$ cat src/rtl/multibyte_add_sequencer.sv
// multibyte_add_sequencer: NBYTES-wide add done byte-serially (LSB first) on one shared 8-bit adder
//   Clk, Reset           : clock, synchronous active-high reset
//   Start/Ready          : request handshake, OpA/OpB/CinIn captured on accept
//   Busy/Done            : in-progress flag, one-cycle completion pulse
//   Result/CoutOut       : registered sum and top-byte carry
//   AddA/AddB/AddCin/AddEnable -> shared adder, AddSum/AddCout <- shared adder
module multibyte_add_sequencer #(
  parameter int NBYTES    = 4,
  parameter bit EN_ACTIVE = 1'b1
) (
  input  logic                  Clk,
  input  logic                  Reset,
  input  logic                  Start,
  input  logic [8*NBYTES-1:0]   OpA,
  input  logic [8*NBYTES-1:0]   OpB,
  input  logic                  CinIn,
  output logic                  Ready,
  output logic                  Busy,
  output logic                  Done,
  output logic [8*NBYTES-1:0]   Result,
  output logic                  CoutOut,
  output logic [7:0]            AddA,
  output logic [7:0]            AddB,
  output logic                  AddCin,
  output logic                  AddEnable,
  input  logic [7:0]            AddSum,
  input  logic                  AddCout
);
  localparam int IW = NBYTES > 1 ? $clog2(NBYTES) : 1;
  typedef enum logic [1:0] {IDLE, ADD, DONE} state_t;
  state_t state, next;
  logic [IW-1:0] idx;
  logic [NBYTES-1:0][7:0] op_a, op_b, res;
  logic carry, last;
  assign last = idx == IW'(NBYTES - 1);
  assign Result = res;
  always_ff @(posedge Clk) state <= Reset ? IDLE : next;
  always_comb begin
    next = state;
    Ready = 1'b0;
    Busy = 1'b0;
    Done = 1'b0;
    AddA = '0;
    AddB = '0;
    AddCin = 1'b0;
    AddEnable = ~EN_ACTIVE;
    case (state)
      IDLE: begin
        Ready = 1'b1;
        next = Start ? ADD : IDLE;
      end
      ADD: begin
        Busy = 1'b1;
        AddA = op_a[idx];
        AddB = op_b[idx];
        AddCin = carry;
        AddEnable = EN_ACTIVE;
        next = last ? DONE : ADD;
      end
      DONE: begin
        Busy = 1'b1;
        Done = 1'b1;
        next = IDLE;
      end
      default: next = IDLE;
    endcase
  end
  // carry reg is the only path between bytes, so each byte sees the previous byte's Cout
  always_ff @(posedge Clk) begin
    if (Reset) begin
      op_a <= '0;
      op_b <= '0;
      res <= '0;
      idx <= '0;
      carry <= 1'b0;
      CoutOut <= 1'b0;
    end else if (state == IDLE && Start) begin
      op_a <= OpA;
      op_b <= OpB;
      carry <= CinIn;
      idx <= '0;
      res <= '0;
      CoutOut <= 1'b0;
    end else if (state == ADD) begin
      res[idx] <= AddSum;
      carry <= AddCout;
      idx <= last ? '0 : idx + IW'(1);
      if (last) CoutOut <= AddCout;
    end
  end
endmodule


$ cat config.mk
export PLATFORM = sky130hd
export DESIGN_NAME = multibyte_add_sequencer
export DESIGN_NICKNAME = d
export VERILOG_FILES = /design/src/rtl/multibyte_add_sequencer.sv
export SDC_FILE = /design/constraint.sdc
export NUM_CORES = 1
export LEC_CHECK = 0
export CORE_MARGIN = 4
export CORE_UTILIZATION = 30
export CTS_CLUSTER_DIAMETER = 30
export DETAILED_ROUTE_END_ITERATION = 7
export PLACE_DENSITY_LB_ADDON = 0.1
export SKIP_LAST_GASP = 1
export SLEW_MARGIN = 20
export SYNTH_ARGS = -nofsm -noshare
export SYNTH_HDL_FRONTEND = slang
export SYNTH_SLANG_ARGS = --single-unit
export TNS_END_PERCENT = 30
$ cat constraint.sdc
create_clock -name Clk -period 2.2 [get_ports Clk]
set_input_delay 0.33 -clock Clk [delete_from_list [all_inputs] [get_ports Clk]]
set_output_delay 0.33 -clock Clk [all_outputs]
set_load 0.03 [all_outputs]
* After elaboration in Yosys (flattened, before gate mapping)
Cells that the tools add are included.
Widths: inputs -> output; s select.
** Operators by class
- Muxes and demuxes :: 20
- Add/subtract/negate cells :: 1
- Eq/ne operators :: 3
- Reduce and logical (&&, ||, !) cells :: 7
- Magnitude comparators :: 2
** Operators with widths (number)
- $mux 8 :: 5
- $bmux 8 s2 :: 2
- $bwmux 32 :: 1
- $demux 8 s2 :: 1
- $mux 1 :: 8
- $eq 2x2->1 const B :: 2
- $mux 2 :: 2
- $pmux 2 s2 :: 1
- $reduce_or 2->1 :: 2
- $lt 2x3->1 const B :: 1
- $add 2x1->2 const B :: 1
- $eq 2x1->1 const B :: 1
- $ge 2x1->1 const B :: 1
- $logic_and 1x1->1 :: 2
- $logic_not 2->1 :: 1
- $reduce_and 2->1 :: 1
- $reduce_bool 2->1 :: 1
** Word-level totals
- Output and inout port bits :: 54
- Bits in registers :: 102
- Input port bits :: 77
- Word-level logic and storage cells :: 49

* Logic depth before layout (Yosys ltp)
- Word-level depth :: 5
- Depth in mapped cells :: 8
- Depth with buffers taken out :: 5

* Worst setup path after synthesis
OpenSTA, ideal clock, no wires.
- Path kind :: register -> output
- From :: register state[1]
- To :: output port AddA[0]
- Slack :: 394 ps
- Cell stages (with the launch flop) :: 7
- Data required time :: 1870 ps
- Arrival time :: 1476 ps
- Path through :: dfxtp_1 inv_1 ha_1 buf_4 nand2_1 buf_2 o22ai_1
** On the way
- Cells in the longest elaborated chain, start to end :: 2
** Ends and longest elaborated chain
- start: declaration :: RTL line 31 : state_t state, next;
- start signal: assignment :: RTL line 37 : always_ff @(posedge Clk) state <= Reset ? IDLE : next;
- $eq 2x1->1 :: RTL line 47 : case (state)
- $mux 8 :: RTL line 47
- end: declaration :: RTL line 22 : output logic [7:0] AddA,
No other way between the ends.

* Final worst setup path
- From :: register state[1]
- To :: output port AddA[2]
The elaborated chain is that of the path after synthesis.

==> reports/qor.txt <==
Outcome: complete, no violations
Worst-case clock skew: 0.00473 ns
Fraction of power consumed by sequential logic: 44.5%
Height of the chip: 128 um
TritonCTS clock tree: built
Die area: 16400 sq um
Placed instance area: 5630 sq um
Mapped Avg Cell Area: 8.38 sq um
Detailed router's first-iteration violation count: 242
Wire length of the first global-routing pass: 19200 um
Synthesized-area fraction occupied by ao, oa, aoi and oai cells: 15.5%
Xor/xnor cell area share of the yosys netlist: 0%
Starting utilization of the core area: 30.9%
Critical Path AT: 1.76 ns
Total Power: 4.47 mW
Minimum setup slack after placement: 0.461 ns
Share of synthesized area occupied by flip-flops and latches: 47.2%
Yosys warning count: 0
Slew HR: 65.8%
Mean routed wirelength per cell: 14.5 um
P_int: 3.37 mW
Post-DRT Antenna Nets: 0
Area of the mapped netlist: 4330 sq um
Fraction of power spent switching nets: 24.4%
Class of the tightest hold or removal check: in2reg
Commonest non-fill, non-tap cell in the layout: sky130_fd_sc_hd__nand2_1
Category of the most critical setup path: reg2out
Total congestion overflow: 0
Unique masters post-synth: 23
Routed wire length: 11900 um
H-tree level count: 3
Peak supply drop: 0.333 mV
Fraction of layout cells with a size suffix above 1: 11.1%
GR Util All Layers: 14.8%
Final Hold Vio Count: 0
Reported leakage power: 2.09 nW
Die X-Extent: 128 um
Logic gate share of total power: 14.5%
Clock latency on the worst-skew pair: 0.34 ns
Power dissipated by switching net loads: 1.09 mW
Post-layout util: 42.8%
Drt pass-1 iters: 4
Number of max-cap violations: 0
Critical Path Start Type: register
Critical path data required time: 1.87 ns
Antenna violations before repair: 1
Root buf cell: sky130_fd_sc_hd__clkbuf_16
Clock-pin slew of the registers on the worst-case setup and hold paths: 0.06 ns
Post-route fraction of the period consumed by the critical path: 94.9%
Via count of the first global-routing pass: 3797
Nets: 717
Post-route cell area: 5990 sq um
Number of primary I/O pins: 131
Synthesized netlist cell count: 516
Tmin final: 2.09 ns
Post-Route Hold Slack: 0.331 ns
Crit end category: primary output
Simple logic cell fraction of the synthesized area: 19.5%
Total nets after synthesis: 601
Number of antenna diodes: 0
Power per standard cell area: 745 nW/um^2
Synthesis-to-finish area growth: 38.5%
Portion of netlist area occupied by mux cells: 8.10%
Clock group share of total power: 41.1%
Post-Synth Adder-Cell Area: 2.31%
Buffers from clock root to sink, at most: 2
Max frequency: 479 MHz
Via density per instance: 4.64
Dpl hpwl: 8630 um
Transition time at the pin with the least slew margin: 0.513 ns
Total via count in the routed design: 3788
Maximum fanout encountered on the critical timing path: 16
Routability-driven placement congestion ratio: 0.796
TritonCTS Sinks: 102
Combinational family with the most area after synthesis: simple AND/OR/NAND/NOR gates
Post-CTS Hold Fix Bufs: 0
Synthesis-stage register bit count: 102
Pin count of the biggest net entering global routing: 47
Unrepaired setup endpoints after global routing: true
Final routed DRC violation total: 0
Setup slack after layout: 0.112 ns
Highest-count cells in the layout ignoring fill and taps: sky130_fd_sc_hd__nand2_1, sky130_fd_sc_hd__clkdlybuf4s50_1, sky130_fd_sc_hd__dfxtp_1
Port Buf Inserts: 130
Std cell rows: 43
Core footprint: 14000 sq um
Clock buffers created by TritonCTS: 9
Count of endpoints failing setup in the final report: 0
Final-report max-slew violation count: 0
==> logic make-up after synthesis <==
logic type               count (synthesis)
AO/OA/AOI/OAI                          116
adder cells (fa/ha/maj)                  8
buffers and inverters                   43
flip-flops                             102
multiplexers                            35
AND/OR/NAND/NOR                        212
==> power by group through the flow <==
stage / logic (mW) / clock network (mW) / registers [mW]
2_1_floorplan: 0.405 / 0 / 2.02
3_3_place_gp: 0.648 / 0 / 2.03
3_5_place_dp: 0.652 / 0 / 2.03
4_1_cts: 0.655 / 1.88 / 1.99
5_1_grt: 0.715 / 1.96 / 2.00
6_report: 0.647 / 1.83 / 1.99
==> worst max-delay path: stages, from the launching register on <==
cell,delay (ns)
sky130_fd_sc_hd__dfxtp_1,0.31
sky130_fd_sc_hd__inv_1,0.10
sky130_fd_sc_hd__ha_1,0.17
sky130_fd_sc_hd__buf_4,0.15
sky130_fd_sc_hd__nand2_1,0.06
sky130_fd_sc_hd__buf_4,0.20
sky130_fd_sc_hd__o22ai_1,0.22
sky130_fd_sc_hd__buf_4,0.20
==> synthesized netlist by cell type (all sizes together) <==
cell | instances | share of area (%)
dfxtp | 102 | 47
and2 | 3 | 0.49
a211oi | 1 | 0.17
o22ai | 16 | 2.3
nor2b | 1 | 0.14
o21ai | 1 | 0.12
clkbuf | 5 | 0.43
buf | 34 | 6.6
inv | 4 | 0.35
ha | 8 | 2.3
nand2 | 178 | 16
nand2b | 1 | 0.14
mux2i | 35 | 8.1
nor2 | 5 | 0.43
a21oi | 98 | 13
nand3 | 24 | 2.8
==> final cells by class <==
cell class	instances	area, sq um
clock buffers	10	239
clock inverters	6	109
fillers	1415	8000
inverters	4	15.0
multi-input cells	371	1980
flip-flops and latches	102	2040
well taps	180	225
repair buffers	144	1380
==> final timing paths <==
path	slack [ns]	from	cells past startpoint	to
max reg2reg	0.60	idx[0]$_SDFFE_PP0N_	5	Result[23]$_SDFFE_PP0P_
min	0.33	Reset	2	state[1]$_SDFF_PP0_
max	0.11	state[1]$_SDFF_PP0_	7	AddA[2]
min reg2reg	0.45	op_b[23]$_SDFFE_PP0P_	2	op_b[23]$_SDFFE_PP0P_
==> registers in the layout (all words and copies together), names as in the netlist <==
signal	flops
CoutOut	1
Result	32
carry	1
idx	2
op_a	32
op_b	32
state	2
==> per-layer routing <==
metal	global-route usage [%]	up-vias	wire, um
li1	-	1950	-
met3	4.33	17	804
met5	0	-	12
met4	4.49	2	167
met1	19.3	1715	5430
met2	23.7	104	5470
==> per-stage QoR <==
step	setup TNS (ns)	std cells
3_5_place_dp	0	801
3_3_place_gp	0	801
6_report	0	817
5_1_grt	-0.0610	817
4_1_cts	0	817
2_1_floorplan	0	516
==> timing repair <==
| item | 4_1_cts | 5_1_grt |
|---|---|---|
| buffers inserted | 0 | 0 |
| resized for setup | 0 | 2 |
| setup endpoints to repair | 0 | 7 |
| endpoints found under the hold margin | 0 | 0 |
(Power assumes the default switching activity.)
